**src/rtl/retire_trace_buffer.sv**
```systemverilog
// Retirement trace FIFO: captures {pc, instr, rd, data} per retirement and streams each record as 4 beats.
// Latency: first beat valid the cycle after capture; full buffer drops new records (counted, sticky flag) unless a pop coincides.
module retire_trace_buffer #(
   parameter int XLEN  = 32,
   parameter int DEPTH = 8
) (
   input  logic                     clk_i,
   input  logic                     rst_i,
   input  logic                     enable_i,
   input  logic                     update_i,
   input  logic [XLEN-1:0]          pc_i,
   input  logic [XLEN-1:0]          instr_i,
   input  logic [4:0]               reg_addr_i,
   input  logic [XLEN-1:0]          reg_data_i,
   output logic                     tx_valid_o,
   input  logic                     tx_ready_i,
   output logic [XLEN-1:0]          tx_data_o,
   output logic                     tx_last_o,
   output logic [$clog2(DEPTH):0]   count_o,
   output logic [15:0]              drop_cnt_o,
   output logic                     overflow_o
);
   localparam int AW = $clog2(DEPTH);
   localparam logic [AW:0] FULL_CNT = (AW+1)'(DEPTH);

   typedef struct packed {
      logic [XLEN-1:0] pc;
      logic [XLEN-1:0] instr;
      logic [4:0]      rd;
      logic [XLEN-1:0] data;
   } rec_t;

   rec_t          mem [DEPTH];
   rec_t          head;
   logic [AW-1:0] wr_ptr;
   logic [AW-1:0] rd_ptr;
   logic [1:0]    beat;
   logic          full;
   logic          xfer;
   logic          pop;
   logic          capture;
   logic          push;
   logic          drop;

   // A full buffer still accepts a record when the head's last beat leaves in the same cycle.
   always_comb begin
      full    = (count_o == FULL_CNT);
      xfer    = tx_valid_o & tx_ready_i;
      pop     = xfer & (beat == 2'd3);
      capture = update_i & enable_i;
      push    = capture & (~full | pop);
      drop    = capture & full & ~pop;
   end

   always_ff @(posedge clk_i) begin
      if (push && !rst_i) begin
         mem[wr_ptr] <= '{pc: pc_i, instr: instr_i, rd: reg_addr_i, data: reg_data_i};
      end
   end

   always_ff @(posedge clk_i) begin
      if (rst_i) begin
         wr_ptr     <= '0;
         rd_ptr     <= '0;
         beat       <= '0;
         count_o    <= '0;
         drop_cnt_o <= '0;
         overflow_o <= 1'b0;
      end else begin
         if (push) begin
            wr_ptr <= wr_ptr + AW'(1);
         end
         // Beat counter wraps 3 -> 0 exactly when the head record pops.
         if (xfer) begin
            beat <= beat + 2'd1;
         end
         if (pop) begin
            rd_ptr <= rd_ptr + AW'(1);
         end
         if (push && !pop) begin
            count_o <= count_o + (AW+1)'(1);
         end else if (pop && !push) begin
            count_o <= count_o - (AW+1)'(1);
         end
         if (drop) begin
            overflow_o <= 1'b1;
            if (drop_cnt_o != 16'hFFFF) begin
               drop_cnt_o <= drop_cnt_o + 16'd1;
            end
         end
      end
   end

   always_comb begin
      head       = mem[rd_ptr];
      tx_valid_o = (count_o != '0);
      tx_data_o  = '0;
      tx_last_o  = 1'b0;
      if (tx_valid_o) begin
         tx_last_o = (beat == 2'd3);
         case (beat)
            2'd0:    tx_data_o = head.pc;
            2'd1:    tx_data_o = head.instr;
            2'd2:    tx_data_o = XLEN'(head.rd);
            default: tx_data_o = head.data;
         endcase
      end
   end
endmodule

```
**config.mk**
```make
export PLATFORM = sky130hd
export DESIGN_NAME = retire_trace_buffer
export DESIGN_NICKNAME = d
export VERILOG_FILES = /design/src/rtl/retire_trace_buffer.sv
export SDC_FILE = /design/constraint.sdc
export NUM_CORES = 1
export LEC_CHECK = 0
export CAP_MARGIN = 10
export CELL_PAD_IN_SITES_DETAIL_PLACEMENT = 0
export CELL_PAD_IN_SITES_GLOBAL_PLACEMENT = 1
export CORE_AREA = 2 2 240 290
export DETAILED_ROUTE_END_ITERATION = 16
export DIE_AREA = 0 0 242 292
export HOLD_SLACK_MARGIN = 0.15
export PLACE_DENSITY = 0.68
export SETUP_SLACK_MARGIN = 0.2
export SLEW_MARGIN = 20
export SYNTH_ARGS = -nofsm -noshare
export SYNTH_HDL_FRONTEND = slang
export SYNTH_SLANG_ARGS = --single-unit
```
**constraint.sdc**
```tcl
create_clock -name clk_i -period 19.3 [get_ports clk_i]
set_input_delay 5.79 -clock clk_i [delete_from_list [all_inputs] [get_ports clk_i]]
set_output_delay 5.79 -clock clk_i [all_outputs]
set_load 0.005 [all_outputs]
```
==> impl_metrics.py, run 1 <==
metrics = {
    "timing": {
        "fin_crit_ps": 11350,
        "timing.fmax_ghz": 0.08810,
        "final-hold-violation-count": 0,
        "skew_ps": 21.12,
        "worst_slew_pin_slew_ps": 1085,
        "finalCritPeriodShare_pct": 58.81,
        "max-slew-margin-rel_pct": 27.67,
        "fin_setup_tns_ps": 0,
        "final.setup.worst_slack_ps": 7949,
        "finalSetupViolations": 0,
        "drv_slew": 0,
        "rsz0062_at_grt": "no",
    },
    "worst_setup_path": {
        "cpMaxStageDelayCell": "dfxtp_4",
        "crit_top_cell": "buf_4",
        "worst_setup_path_start_kind": "flip-flop",
        "cp_data_arrival_time_ps": 5560,
        "cp-end-kind": "output pin",
        "worst-setup-path-type": "reg2out",
        "crit_path_max_incr_delay_ps": 940,
        "worst-path-max-fanout": 45,
        "worstPathRequired_ps": 13510,
        "crit_path_cell_trace": "buf_4 -> buf_4 -> buf_4 -> mux4_2 -> mux2i_1 -> o22a_1 -> o21ai_1 -> clkdlybuf4s50_1",
        "reg2reg_from": "beat[1]",
    },
    "die": {
        "die-height_um": 292,
        "core.rowCount": 105,
        "core_area_mm2": 0.06779,
        "initial_utilization_pct": 47.66,
        "die-area_mm2": 0.07066,
        "pin_count": 161,
        "die_w_um": 242,
    },
    "clock_tree": {
        "cts_root_buf": "clkbuf_16",
        "cts.sinks": 840,
        "cts_hold_buffers": 0,
        "clockBufferDepth": 3,
        "cts_buffers": 83,
        "cts_setup_buffers": 0,
        "ctsHtreeMaxLevel": 3,
        "cts.clk_slew.worst_paths_ps": 60,
        "cts_resized": 0,
        "clkLatencyLatePin_ps": 630,
        "cts_tree": "done",
    },
    "route": {
        "via_count": 15138,
        "drtIter0Drc": 1201,
        "met1_length_mm": 30.50,
        "wl_met2_mm": 34.67,
        "firstDrtPassIters": 5,
        "drc_errors": 0,
        "routed_via_density": 5.796,
        "routedWlPerCell_um": 27.11,
        "met3_length_mm": 4.378,
        "final_antenna_net_count": 0,
        "wirelength_mm": 70.81,
        "top_layer": "met5",
    },
    "logic_synthesis": {
        "synth.cell_area_mm2": 0.03231,
        "yosysTopAreaCell": "edfxtp_1",
        "synth_top_area_share_pct": 75.10,
        "synth_edf_count": 808,
        "synth_ff_type": "edfxtp_1",
        "syn_inst": 1434,
        "async_reset_ff_share_pct": 0,
        "synth.distinct_cells": 49,
        "synth_nets": 1552,
        "seq_area_frac_synth_pct": 77.09,
        "synth.area.top_cells": "edfxtp_1, mux4_2, mux2i_1",
        "yosysWarnings": 0,
        "syn_avg_cell_area_um2": 22.53,
        "synth_seq_cells": 840,
    },
    "placement": {
        "numPortBuffers": 160,
        "pre_cts_ws_ps": 8327,
        "gp_congestion": 0.7014,
        "hpwl_mm": 38.22,
        "postPlaceCellArea_mm2": 0.03495,
    },
    "layout": {
        "fillers": 5176,
        "design_area_mm2": 0.03769,
        "syn_to_final_growth_pct": 16.67,
        "seqCellArea_mm2": 0.02492,
        "layout-drive-gt1-share_pct": 21.29,
        "final_nets": 1753,
        "multi_input_area_mm2": 0.007067,
        "final_common_cell": "edfxtp_1",
        "final_cell_mix": "edfxtp_1, mux4_2, clkdlybuf4s50_1",
    },
    "grt": {
        "grt_overflow": 0,
        "antenna_found_initial": 18,
        "grt_pass1_vias": 15960,
        "grt_max_degree": 145,
        "grt_pass1_wl_mm": 105.3,
        "grtUsageTotal_pct": 20.24,
    },
    "run_status": {
        "status": "completed",
    },
    "power_and_ir_drop": {
        "ir_drop_uv": 74.63,
        "p_leak_nw": 11.24,
        "powerDensity_mw_per_mm2": 101.8,
    },
    "worst_hold_path": {
        "min_from": "overflow_o",
        "hold_class": "reg2reg",
    },
    "run": {
        "maxCapViolCount": 0,
    },
}
report_power, final:
part,switching (mW),leakage (nW),internal [mW]
logic,0.109,2.38,0.0843
clock network,0.669,1.33,0.957
registers,0.00664,7.54,2.01
cells by family after synthesis:
kind of cell	count (synthesis)	share of synthesized area, %
AOI/OAI and AO/OA	90	1.983
xor gates and xnor gates	23	0.6235
adders and majority gates	12	0.4880
buffers and inverters	77	1.193
DFF	840	77.09
muxes	297	17.13
and+or+nand+nor	95	1.499
critical path: cells and delay by family, from the launching register on:
kind	cells	cell delay [ps]
compound gates	2	360
flops	1	940
mux	2	780
buf+inv	4	2770
worst paths after layout:
path	endpoint	slack, ps	cells after the start
max	tx_data_o[18]	7950	8
min reg2reg	overflow_o	450	2
max reg2reg	mem[7][56]	14980	7
min	overflow_o	450	2
final cells by class:
type	instances	share of cell area [%]
clock inverter	47	1.427
multi-input combinational	517	18.75
inverter	8	0.07967
tap	909	3.018
antenna	3	0.01992
sequential	840	66.10
clock buffer	103	5.823
timing repair buffer	185	4.780
flip-flops by register name (all words and copies together) (netlist names), named ones only:
name        flops
mem           808
drop_cnt_o     16
overflow_o      1
beat            2
rd_ptr          3
wr_ptr          3
count_o         4
metal layers:
layer | vias to the layer above | global-route usage (%)
li1 | 6471 | -
met3 | 101 | 4.522
met2 | 397 | 32.69
met1 | 8143 | 28.23
met4 | 26 | 5.149
met5 | - | 0
metrics by stage:
stage / cells / total power [mW] / hold slack (ps) / util (%)
final: 2612 / 3.838 / 446.7 / 55.60
after CTS: 2609 / 3.875 / 446.2 / 55.59
after floorplan: 1434 / 2.126 / 442.1 / -
after global routing: 2610 / 3.955 / 484.5 / 55.59
after detailed placement: 2459 / 2.253 / 436.2 / 51.56
after global placement: 2459 / 2.250 / 438.0 / 51.56
synth_stat cells (all sizes together) (5+ instances only):
cell and instances:
nand3 10, mux2 5, mux2i 90, a22oi 5, mux4 202, nand2 14, a221oi 8, ha 11
o21ai 29, xnor2 19, o22a 27, nor4 7, inv 8, dfxtp 32, buf 55, nor2 41
clkbuf 14, edfxtp 808, a21oi 6
Power figures use the tool's default switching activity.
==> run 2: changes to the inputs <==
Clock period 19.3 ns to 11.1 ns, I/O delays scaled along.
==> impl_metrics.py, run 2 (synthesis gave the netlist of run 1 again) <==
metrics = {
    "timing": {
        "fin_setup_tns_ps": 0,
        "rsz0062_at_grt": "no",
        "worst_slew_pin_slew_ps": 999.7,
        "fin_crit_ps": 7336,
        "finalCritPeriodShare_pct": 66.09,
        "final-hold-violation-count": 0,
        "timing.fmax_ghz": 0.1363,
        "finalSetupViolations": 0,
        "drv_slew": 0,
        "max-slew-margin-rel_pct": 33.35,
        "skew_ps": 22.71,
    },
    "die": {
        "die_w_um": 242,
        "pin_count": 161,
        "core_area_mm2": 0.06779,
        "die-height_um": 292,
        "die-area_mm2": 0.07066,
        "core.rowCount": 105,
        "initial_utilization_pct": 47.66,
    },
    "clock_tree": {
        "cts_root_buf": "clkbuf_16",
        "cts_tree": "done",
        "cts.sinks": 840,
        "cts_resized": 0,
        "clkLatencyLatePin_ps": 620,
        "cts.clk_slew.worst_paths_ps": 60,
        "cts_setup_buffers": 0,
        "cts_hold_buffers": 0,
        "clockBufferDepth": 3,
        "cts_buffers": 83,
        "ctsHtreeMaxLevel": 3,
    },
    "route": {
        "drc_errors": 0,
        "final_antenna_net_count": 0,
        "via_count": 14965,
        "firstDrtPassIters": 5,
        "routed_via_density": 5.721,
        "routedWlPerCell_um": 26.78,
        "drtIter0Drc": 1338,
        "wirelength_mm": 70.05,
    },
    "worst_setup_path": {
        "crit_path_cell_trace": "buf_4 -> mux4_1 -> mux2_2 -> a32o_1 -> nor3_1 -> a211oi_1 -> clkdlybuf4s50_1",
        "endpoint": "tx_data_o[1]",
        "cp.depth": 7,
        "worstPathRequired_ps": 7770,
        "worst-setup-path-type": "reg2out",
        "reg2reg_from": "beat[1]",
        "regToRegSetupSlack_ps": 7170,
        "cp-end-kind": "output pin",
        "cp_data_arrival_time_ps": 4010,
        "crit_buf_inv": 2,
        "cpMaxStageDelayCell": "buf_4",
        "worst-path-max-fanout": 51,
        "worst_setup_path_start_kind": "flip-flop",
        "timing.rr.end": "mem[5][99]",
        "crit_family": "buffers and inverters",
        "reg2reg_depth": 7,
        "crit_path_max_incr_delay_ps": 820,
    },
    "grt": {
        "grt_overflow": 0,
        "grt_max_degree": 102,
        "antenna_found_initial": 9,
        "met2_usage_pct": 32.50,
        "grt_pass1_wl_mm": 104.6,
        "grt_pass1_vias": 16049,
        "met3_usage_pct": 3.410,
        "grtUsageTotal_pct": 20.07,
        "busiest_layer": "met2",
        "met1_usage_pct": 28.30,
    },
    "placement": {
        "gp_congestion": 0.7288,
        "numPortBuffers": 160,
        "dp.cells": 2460,
        "hpwl_mm": 38.16,
    },
    "layout": {
        "final_cell_mix": "edfxtp_1, mux4_2, clkdlybuf4s50_1",
        "largest_reg_flops": 808,
        "largest-register": "mem",
        "final_nets": 1755,
        "syn_to_final_growth_pct": 16.89,
        "multi_input_area_mm2": 0.007076,
        "layout-drive-gt1-share_pct": 21.54,
        "final_common_cell": "edfxtp_1",
        "final_cell_count_no_fill": 2616,
        "biggestRegsByFlops": "mem (808), drop_cnt_o (16), count_o (4)",
        "seqCellArea_mm2": 0.02492,
        "fillers": 5109,
    },
    "run_status": {
        "status": "completed",
    },
    "power_and_ir_drop": {
        "p_int_mw": 5.298,
        "pwr-share-comb_pct": 5.1,
        "powerDensity_mw_per_mm2": 176.5,
        "switching_share_pct": 20.51,
        "p_leak_nw": 11.28,
        "pwr-share-clk_pct": 42.3,
        "seq_power_share_pct": 52.7,
        "ir_drop_uv": 118.2,
        "switching_power_mw": 1.367,
    },
    "worst_hold_path": {
        "hold_class": "reg2reg",
    },
    "run": {
        "maxCapViolCount": 0,
    },
}
## run 2: routing by layer
metal | up-vias | wire (µm)
met5 | - | 91
met1 | 8016 | 30710
met4 | 12 | 1391
li1 | 6485 | -
met2 | 353 | 34640
met3 | 99 | 3221
## run 2: per-stage QoR
| stage | total power [mW] | worst slack [ps] | util, % | instance area (µm²) | hold WS [ps] |
|---|---|---|---|---|---|
| after global routing | 6.863 | 3463 | 55.70 | 37760 | 487.8 |
| final | 6.665 | 3764 | 55.71 | 37760 | 450.6 |
| after global placement | 3.913 | 3909 | 51.62 | 34990 | 437.9 |
| after detailed placement | 3.918 | 3896 | 51.62 | 34990 | 440.3 |
| after floorplan | 3.697 | 995.4 | - | 32310 | 442.1 |
| after CTS | 6.724 | 3380 | 55.65 | 37730 | 452.3 |
## run 2: layout make-up
cell class / instances / share of cell area, %
Tap cell: 909 / 3.012
Multi-Input combinational cell: 517 / 18.74
Inverter: 8 / 0.07952
Sequential cell: 840 / 65.98
Clock inverter: 51 / 1.508
Timing Repair Buffer: 187 / 4.930
Antenna cell: 3 / 0.01988
Clock buffer: 101 / 5.735
## run 2: worst min path at each step
stage / endpoint / slack, ps / start / cells past startpoint
6_report: overflow_o / 450 / overflow_o / 2
4_1_cts: overflow_o / 450 / overflow_o / 2
3_5_place_dp: overflow_o / 440 / overflow_o / 2
3_3_place_gp: overflow_o / 440 / overflow_o / 2
2_1_floorplan: overflow_o / 440 / overflow_o / 2
5_1_grt: overflow_o / 490 / overflow_o / 2
## run 2: tightest hold or removal path, delay by kind of cell, from the launching register on
kind | cells | cell delay, ps
AOI/OAI and AO/OA | 1 | 50
buffers and inverters | 1 | 50
DFF | 1 | 310
## run 2: power by group through the flow
stage / clock (mW) / sequential [mW] / combinational (mW)
finish: 2.82 / 3.51 / 0.339
global route: 2.99 / 3.51 / 0.361
CTS: 2.87 / 3.51 / 0.342
detailed placement: 0 / 3.58 / 0.340
global placement: 0 / 3.58 / 0.336
floorplan: 0 / 3.58 / 0.119
